### src/rtl/geo_writer_pkg.sv
// rtl/geo_writer_pkg.sv - shared definitions for the geometric co-processor instruction writer
//
// Purpose: instruction field layout, reserved slot number, writer FSM
// encoding and the command-to-instruction pack function.
// Ports: none (package).
// Build option: GEO_WRITER_SHADOW_EN (used by geo_instruction_writer only).

package geo_writer_pkg;

   localparam int INSTR_W   = 32;
   localparam int SLOT_W    = 4;
   localparam int ENTRY_W   = SLOT_W + INSTR_W;

   localparam int X_LSB     = 0;
   localparam int X_W       = 9;
   localparam int Y_LSB     = 9;
   localparam int Y_W       = 9;
   localparam int MULT_LSB  = 18;
   localparam int MULT_W    = 4;
   localparam int COLOR_LSB = 22;
   localparam int COLOR_W   = 9;
   localparam int FORM_BIT  = 31;

   localparam logic [SLOT_W-1:0] RESERVED_SLOT = 4'd15;

   typedef enum logic [1:0] {
      ST_IDLE     = 2'd0,
      ST_ISSUE    = 2'd1,
      ST_WAIT_ACK = 2'd2
   } wr_state_e;

   function automatic logic [INSTR_W-1:0] pack_instr(
      input logic [X_W-1:0]     x,
      input logic [Y_W-1:0]     y,
      input logic [MULT_W-1:0]  mult,
      input logic [COLOR_W-1:0] color,
      input logic               form
   );
      logic [INSTR_W-1:0] w;
      w                         = '0;
      w[X_LSB     +: X_W]       = x;
      w[Y_LSB     +: Y_W]       = y;
      w[MULT_LSB  +: MULT_W]    = mult;
      w[COLOR_LSB +: COLOR_W]   = color;
      w[FORM_BIT]               = form;
      return w;
   endfunction

endpackage

### src/rtl/geo_cmd_fifo.sv
// rtl/geo_cmd_fifo.sv - synchronous command FIFO for the instruction writer
//
// Purpose: DEPTH-entry first-word-fall-through FIFO (head visible on
// head_data whenever empty is low).
// Ports:
//   clk, rst_n       clock, asynchronous active-low reset
//   push, push_data  write request (ignored when full)
//   pop              drop the head entry (ignored when empty)
//   head_data        current head entry
//   full, empty      registered-state occupancy flags

module geo_cmd_fifo #(
   parameter int WIDTH = 36,
   parameter int DEPTH = 4
) (
   input  logic             clk,
   input  logic             rst_n,
   input  logic             push,
   input  logic [WIDTH-1:0] push_data,
   input  logic             pop,
   output logic [WIDTH-1:0] head_data,
   output logic             full,
   output logic             empty
);

   localparam int AW = $clog2(DEPTH);

   logic [WIDTH-1:0] mem_q [DEPTH];
   logic [AW:0]      wr_ptr_q, wr_ptr_d;
   logic [AW:0]      rd_ptr_q, rd_ptr_d;
   logic             do_push, do_pop;

   // Pointers carry one extra wrap bit so full and empty are distinguishable.
   assign empty     = (wr_ptr_q == rd_ptr_q);
   assign full      = (wr_ptr_q[AW] != rd_ptr_q[AW]) &&
                      (wr_ptr_q[AW-1:0] == rd_ptr_q[AW-1:0]);
   assign do_push   = push && !full;
   assign do_pop    = pop && !empty;
   assign head_data = mem_q[rd_ptr_q[AW-1:0]];

   always_comb begin
      wr_ptr_d = wr_ptr_q;
      rd_ptr_d = rd_ptr_q;
      if (do_push) wr_ptr_d = wr_ptr_q + {{AW{1'b0}}, 1'b1};
      if (do_pop)  rd_ptr_d = rd_ptr_q + {{AW{1'b0}}, 1'b1};
   end

   always_ff @(posedge clk or negedge rst_n) begin
      if (!rst_n) begin
         wr_ptr_q <= '0;
         rd_ptr_q <= '0;
      end else begin
         wr_ptr_q <= wr_ptr_d;
         rd_ptr_q <= rd_ptr_d;
      end
   end

   // Storage needs no reset: an entry is only read after it was written.
   always_ff @(posedge clk) begin
      if (do_push) mem_q[wr_ptr_q[AW-1:0]] <= push_data;
   end

endmodule

### src/rtl/geo_instruction_writer.sv
// rtl/geo_instruction_writer.sv - instruction-memory write port producer for the geometric co-processor
//
// Purpose: accepts polygon commands, queues them, packs them into 32-bit
// instructions and issues one-cycle writes outside screen printing, waiting
// for the co-processor acknowledge (with timeout) between writes.
// Ports:
//   clk, reset                      clock, asynchronous active-low reset
//   printtingScreen                 blocks new writes while high
//   cmd_valid/cmd_ready, cmd_*      command handshake and fields
//   enable_written, in_address,     write strobe, address and word
//   instruction
//   w_memory                        write acknowledge
//   busy                            queue non-empty or write in progress
//   err_slot, err_timeout           one-cycle error pulses
// Build option: GEO_WRITER_SHADOW_EN enables per-slot skipping of writes
// identical to the last acknowledged instruction.

module geo_instruction_writer
   import geo_writer_pkg::*;
#(
   parameter int FIFO_DEPTH  = 4,
   parameter int ACK_TIMEOUT = 15
) (
   input  logic        clk,
   input  logic        reset,
   input  logic        printtingScreen,
   input  logic        cmd_valid,
   output logic        cmd_ready,
   input  logic [3:0]  cmd_slot,
   input  logic [8:0]  cmd_x,
   input  logic [8:0]  cmd_y,
   input  logic [3:0]  cmd_mult,
   input  logic [8:0]  cmd_color,
   input  logic        cmd_form,
   output logic        enable_written,
   output logic [3:0]  in_address,
   output logic [31:0] instruction,
   input  logic        w_memory,
   output logic        busy,
   output logic        err_slot,
   output logic        err_timeout
);

   localparam int CNT_W = $clog2(ACK_TIMEOUT + 1);

   wr_state_e          state_q, state_d;
   logic [CNT_W-1:0]   cnt_q, cnt_d, cnt_inc;
   logic               enable_written_q, enable_written_d;
   logic [SLOT_W-1:0]  in_address_q, in_address_d;
   logic [INSTR_W-1:0] instruction_q, instruction_d;
   logic               err_slot_q, err_slot_d;
   logic               err_timeout_q, err_timeout_d;

   logic               fifo_full, fifo_empty, fifo_push, fifo_pop;
   logic [ENTRY_W-1:0] fifo_head;
   logic [SLOT_W-1:0]  head_slot;
   logic [INSTR_W-1:0] head_word;
   logic               accept;
   logic               shadow_hit;

   assign cmd_ready = reset && !fifo_full;
   assign accept    = cmd_valid && cmd_ready;
   // Reserved-slot commands complete the handshake but never enter the queue.
   assign fifo_push = accept && (cmd_slot != RESERVED_SLOT);
   assign head_slot = fifo_head[INSTR_W +: SLOT_W];
   assign head_word = fifo_head[INSTR_W-1:0];

   geo_cmd_fifo #(
      .WIDTH (ENTRY_W),
      .DEPTH (FIFO_DEPTH)
   ) u_fifo (
      .clk       (clk),
      .rst_n     (reset),
      .push      (fifo_push),
      .push_data ({cmd_slot, pack_instr(cmd_x, cmd_y, cmd_mult, cmd_color, cmd_form)}),
      .pop       (fifo_pop),
      .head_data (fifo_head),
      .full      (fifo_full),
      .empty     (fifo_empty)
   );

`ifdef GEO_WRITER_SHADOW_EN
   localparam int SHADOW_N = 15;
   logic [INSTR_W-1:0]  shadow_q [SHADOW_N];
   logic [SHADOW_N-1:0] shadow_vld_q, shadow_vld_d;
   logic                shadow_we;

   assign shadow_hit = shadow_vld_q[head_slot] && (shadow_q[head_slot] == head_word);

   always_ff @(posedge clk) begin
      if (shadow_we) shadow_q[in_address_q] <= instruction_q;
   end

   always_ff @(posedge clk or negedge reset) begin
      if (!reset) shadow_vld_q <= '0;
      else        shadow_vld_q <= shadow_vld_d;
   end
`else
   assign shadow_hit = 1'b0;
`endif

   assign cnt_inc = cnt_q + {{(CNT_W-1){1'b0}}, 1'b1};

   always_comb begin
      state_d          = state_q;
      cnt_d            = cnt_q;
      enable_written_d = 1'b0;
      in_address_d     = in_address_q;
      instruction_d    = instruction_q;
      err_timeout_d    = 1'b0;
      err_slot_d       = accept && (cmd_slot == RESERVED_SLOT);
      fifo_pop         = 1'b0;
`ifdef GEO_WRITER_SHADOW_EN
      shadow_vld_d     = shadow_vld_q;
      shadow_we        = 1'b0;
`endif
      case (state_q)
         ST_IDLE: begin
            if (!fifo_empty) begin
               // A redundant write is dropped even while the screen prints.
               if (shadow_hit) begin
                  fifo_pop = 1'b1;
               end else if (!printtingScreen) begin
                  fifo_pop         = 1'b1;
                  in_address_d     = head_slot;
                  instruction_d    = head_word;
                  enable_written_d = 1'b1;
                  state_d          = ST_ISSUE;
               end
            end
         end
         ST_ISSUE: begin
            cnt_d   = '0;
            state_d = ST_WAIT_ACK;
         end
         ST_WAIT_ACK: begin
            if (w_memory) begin
               state_d = ST_IDLE;
`ifdef GEO_WRITER_SHADOW_EN
               shadow_we                  = 1'b1;
               shadow_vld_d[in_address_q] = 1'b1;
`endif
            end else if (cnt_inc == CNT_W'(ACK_TIMEOUT)) begin
               // The counter reaches ACK_TIMEOUT on this cycle: give up.
               err_timeout_d = 1'b1;
               state_d       = ST_IDLE;
            end else begin
               cnt_d = cnt_inc;
            end
         end
         default: state_d = ST_IDLE;
      endcase
   end

   always_ff @(posedge clk or negedge reset) begin
      if (!reset) begin
         state_q          <= ST_IDLE;
         cnt_q            <= '0;
         enable_written_q <= 1'b0;
         in_address_q     <= '0;
         instruction_q    <= '0;
         err_slot_q       <= 1'b0;
         err_timeout_q    <= 1'b0;
      end else begin
         state_q          <= state_d;
         cnt_q            <= cnt_d;
         enable_written_q <= enable_written_d;
         in_address_q     <= in_address_d;
         instruction_q    <= instruction_d;
         err_slot_q       <= err_slot_d;
         err_timeout_q    <= err_timeout_d;
      end
   end

   assign enable_written = enable_written_q;
   assign in_address     = in_address_q;
   assign instruction    = instruction_q;
   assign err_slot       = err_slot_q;
   assign err_timeout    = err_timeout_q;
   assign busy           = !fifo_empty || (state_q != ST_IDLE);

endmodule
### config.mk
export PLATFORM = sky130hd
export DESIGN_NAME = geo_instruction_writer
export DESIGN_NICKNAME = d
export VERILOG_FILES = /design/src/rtl/geo_writer_pkg.sv /design/src/rtl/geo_cmd_fifo.sv /design/src/rtl/geo_instruction_writer.sv
export SDC_FILE = /design/constraint.sdc
export NUM_CORES = 1
export LEC_CHECK = 0
export ABC_AREA = 0
export CELL_PAD_IN_SITES_DETAIL_PLACEMENT = 2
export CELL_PAD_IN_SITES_GLOBAL_PLACEMENT = 2
export CORE_ASPECT_RATIO = 1.75
export CORE_MARGIN = 2
export CORE_UTILIZATION = 40
export DETAILED_ROUTE_END_ITERATION = 12
export PLACE_DENSITY = 0.79
export SYNTH_ARGS = -nofsm -noshare
export SYNTH_HDL_FRONTEND = slang
export SYNTH_SLANG_ARGS = --single-unit
### constraint.sdc
create_clock -name clk -period 4.2 [get_ports clk]
set_clock_uncertainty 0.05 [all_clocks]
set_input_delay 0.63 -clock clk [delete_from_list [all_inputs] [get_ports clk]]
set_output_delay 0.63 -clock clk [all_outputs]
set_load 0.02 [all_outputs]
# Word-level counts from Yosys, hierarchy flattened
# Memories as Yosys holds them, arrays and structs flattened. A register that Yosys moved wholly into a read port is not among the register bits.
# Index checks and enable logic that the tools add are counted.
# totals
regBits	15
ramBits	144
memories	1
output_inout_bits	41
wordCells	59
latchBits	0
rom_bits	0
# mem_list
name	depth	word_bits	rd	rd_ports_with_merged_regs	wr	line_no	rtl
u_fifo.mem_q	4	36	1	1	1	geo_cmd_fifo.sv:28	logic [WIDTH-1:0] mem_q [DEPTH];
# classes
multipliers	0
add_sub_neg	3
div	0
n_shift	0
n_mux	16
bitwise	2
order_cmp	0
reduce_logical	17
eq_ne	13
# op_table
operator	n
$reduce_and 3->1	3
$eq 4x4->1 const B	2
$mux 1	8
$mux 2	4
$mux 4	2
$ne 2x2->1 const B	4
$pmux 4 s2	1
$logic_and 1x1->1	7
$add 3x1->3 const B	2
$pmux 2 s3	1
$add 4x1->4 const B	1
$ne 4x4->1 const B	1
$reduce_bool 2->1	2
$eq 3x3->1	1
$logic_not 1->1	3
$ne 3x3->1 const B	1
$eq 2x1->1 const B	1
$eq 2x2->1	1
$eq 2x2->1 const B	1
$logic_not 2->1	1
$not 1->1	2
$logic_or 1x1->1	1
$ne 1x1->1	1

# Logic depth before layout (Yosys ltp)
# depth
ltp_word	9
depth_mapped	6
ltp_nobuf	6

# Cells and area by module
# Synthesis repeated with hierarchy kept, for this count alone.
# unflattened
cells_unflattened	357
hier_area_um2	7519.7
# modules_own_cells
mod	instances	cells_per_inst	area_per_inst_um2	seq_area_each_um2
geo_cmd_fifo	1	237	5708.0	4474.3
geo_instruction_writer	1	120	1811.7	1126.1

# Worst setup path before layout
# No wires, ideal clock.
# synth_path
path_type	input -> register
startpoint	in cmd_slot[2]
endpoint	mem u_fifo.mem_q[3][0] (enable)
required_time_ns	3.752
path_stages	3
setup_ns	0.398
slack_ns	1.637
path_buffers	0
arrival_time_ns	2.115
path_cell_list	and4_1 > a311oi_4 > and2_1
# synth_between
elab_chain_cells	5
# synth_rtl
item	line_no	rtl
from (decl)	geo_instruction_writer.sv:29	input logic [3:0] cmd_slot,
$ne 4x4->1	geo_instruction_writer.sv:64	assign fifo_push = accept && (cmd_slot != RESERVED_SLOT);
$logic_and 1x1->1	geo_instruction_writer.sv:64	
$logic_and 1x1->1	geo_cmd_fifo.sv:37	assign do_push = push && !full;
$mux 1	geo_cmd_fifo.sv:60	if (do_push) mem_q[wr_ptr_q[AW-1:0]] <= push_data;
$mux 1 (implied by the code)	geo_cmd_fifo.sv:60	
to (decl)	geo_cmd_fifo.sv:28	
# Every way passes these cells.

# Worst setup path in the final report
# layout_path
startpoint	reg u_fifo.wr_ptr_q[1]
endpoint	out busy
# layout_between
elab_chain_cells	3
# layout_rtl
item	line_no	rtl
from (decl)	geo_cmd_fifo.sv:29	logic [AW:0] wr_ptr_q, wr_ptr_d;
from (signal assigned)	geo_cmd_fifo.sv:53	wr_ptr_q <= wr_ptr_d;
$eq 3x3->1	geo_cmd_fifo.sv:34	assign empty = (wr_ptr_q == rd_ptr_q);
$logic_not 1->1	geo_instruction_writer.sv:180	assign busy = !fifo_empty || (state_q != ST_IDLE);
$logic_or 1x1->1	geo_instruction_writer.sv:180	
to (decl)	geo_instruction_writer.sv:39	output logic busy,
# Every way passes these cells.

==> metrics.txt <==
Logic pwr share 0.352; RSZ-0062 raised after global routing false; CP Data Arrival Time 2.56 ns; Total GRT Usage 0.178; dpl hpwl 10.7 mm; Setup crit end kind output pin; I/O Buffers 81; DR WL/cell 23.6 µm; Routed Antenna Nets 0; FP Rows 66; fin crit period around 3.2 ns; Hold/Removal Path Class input port to async pin; CTS Root Cell clkbuf_16; max frequency 309 MHz; worst vdd ir 0.000318 V; crit path kind flop to output pin; Post-Syn Area 7600 µm²; startpoint types flop; CTS Buf Count 17; Clock transition at path regs 0.07 ns; Clock power frac 0.237; syn_nets 401; sequential share of power 0.411; Static Leakage between 3 and 4 nW; final period utilization 0.771; commonest non-fill, non-tap cell in the layout edfxtp_1; CP Max Fanout 4; Post-Route WL 16.5 mm; Sw Pwr 0.00203 W; P&R area growth vs syn 21.8%; switching share of power 0.307; number of synthesized register bits slightly below 200; highest-delay cell along the critical path clkdlybuf4s50_1; post-synth top area cell edfxtp_1; via count 3595; sequential area share after synthesis 0.737; Initial Utilization 0.409; initial antenna violation count 0; # setup viols final 0; Synth cell types 41; die height 186 µm; placed inst area 8670 µm²; DRT Pass-1 Iters 5; H-tree depth 4; Finished Cell Area 9250 µm²; deepest clock path buffer count 2; Yosys top cell area share 0.569; Vias/cell 5.15; IO Pins 82; gr ovfl total 0; first-pass GRT wire length roughly 26 mm; worst-path cell chain xnor2_1 -> nand2_1 -> or4_1 -> clkdlybuf4s50_1; outcome finished, final reports clean; TritonCTS clock tree done; Rel. slew slack 0.327; WP data required between 3 and 4 ns; area of the die 20200 µm²; clock sink count 195; EDFF count, synth 144; Crit path max-delay family simple AND/OR/NAND/NOR gates; syn_area_per_cell 21.5 µm²; Final Max Tran Viols 0; die width 108 µm; Worst-Skew Late Latency 0.42 ns; pwr dens approximately 710 nW/µm²; Crit path largest cell delay between 0.5 and 0.6 ns; Max Cap Violations 0; post-CTS resize count 0; hold_buf cts 0; maximum number of pins on one net before global-route repair 53; Setup TNS Final 0 ns; Post-CTS Setup Bufs 0; vias in the first global route 4285; NumNets Final a little under 500; layout cells sized above 1 0.263; Worst-Margin Slew just over 1 ns; Ys Warns 0; Top FF cell, synth edfxtp_1; synth top area cells edfxtp_1 57%, dfrtp_1 17%, mux4_2 11%; RePlAce Congestion 0.712; core area 18600 µm²; n_diodes 0; WP buf/inv 1; # DRC 0; Power Internal 0.00459 W; Post-synth ARST share 0.262; Final Hold Fails 0; commonest non-fill, non-tap cells in the layout 144 x edfxtp_1, 80 x clkdlybuf4s50_1, 49 x dfrtp_1; Initial DRC Count 220; Post-Syn Instances 353
## registers in the layout, indices dropped and copies added, names as in the netlist
register,flops
state_q,2
in_address,4
instruction,32
u_fifo.mem_q,144
u_fifo.wr_ptr_q,3
enable_written,1
err_slot,1
err_timeout,1
u_fifo.rd_ptr_q,3
cnt_q,4
## cell usage after synthesis, types with 2 or more instances
cell type	instances
and2_1	4
buf_2	4
buf_6	5
clkbuf_1	4
dfrtp_1	51
edfxtp_1	144
ha_1	7
inv_1	8
mux2_4	37
mux4_2	36
nand2_1	5
nand3_1	5
nor2_1	3
nor2b_1	2
nor4_1	2
o211ai_1	2
o21ai_0	3
o311ai_0	2
xnor2_1	5
xor2_1	3
## layout make-up
cell class / count / area, µm²
fillers: 1606 / 9330
flip-flops and latches: 195 / 5600
multi-input cells: 136 / 1880
repair buffers: 89 / 866
clock buffers: 24 / 515
well taps: 238 / 298
clock inverters: 8 / 63.8
inverters: 8 / 30.0
## per-stage QoR
stage	instances	util	total power, W	hold slack, ns	setup WS (ns)
floorplan	353	-	0.00430	0.284	1.64
global placement	666	0.467	0.00501	0.448	1.10
detailed placement	666	0.467	0.00513	0.446	0.925
CTS	698	0.498	0.00672	0.347	0.917
global route	698	0.498	0.00694	0.379	0.839
finish	698	0.498	0.00662	0.331	0.962
## power by group through the flow
stage	Combinational, W	Clock, W	Sequential (W)
after detailed placement	0.00237	0	0.00276
after global placement	0.00229	0	0.00272
after CTS	0.00239	0.00161	0.00273
after global routing	0.00251	0.00167	0.00276
after floorplan	0.00140	0	0.00290
final	0.00233	0.00156	0.00272
## worst reg2reg max path: cells and delay by family (launching register included)
kind / cells / cell delay [ns]
and+or+nand+nor: 1 / 0.54
DFF: 1 / 0.45
buffers and inverters: 1 / 0.43
AOI/OAI and AO/OA: 1 / 0.45
xor gates and xnor gates: 1 / 0.29
## path summary, 6_finish.rpt
kind	cells past startpoint	slack (ns)	from	to
worst min-delay path	2	0.33	reset	cnt_q[3]
worst max-delay path	4	0.96	u_fifo.wr_ptr_q[1]	busy
max in group asynchronous	2	3.25	reset	u_fifo.rd_ptr_q[1]
min in group clk	1	0.46	instruction[1]	instruction[1]
worst min register to register	1	0.46	instruction[1]	instruction[1]
worst max register to register	4	1.63	u_fifo.wr_ptr_q[1]	u_fifo.mem_q[3][33]
## cells by family (layout without fill, tap and decap cells)
group	Yosys count	count (layout)	share of synthesized area
adder cells (fa/ha/maj)	7	7	0.0115
AO/OA/AOI/OAI	16	16	0.0196
multiplexers	74	74	0.181
buffers and inverters	22	129	0.0166
AND/OR/NAND/NOR	31	31	0.0249
flip-flops	195	195	0.737
XOR/XNOR	8	8	0.00922
## metal layers
metal / share of wire / track usage / vias up
li1: - / - / 1588
met1: 0.39 / 0.209 / 1932
met2: 0.57 / 0.326 / 60
met3: 0.020 / 0.0244 / 15
met4: 0.014 / 0.0621 / 0
met5: 0 / 0 / -
Note: power is estimated with default switching activity, not from simulation.
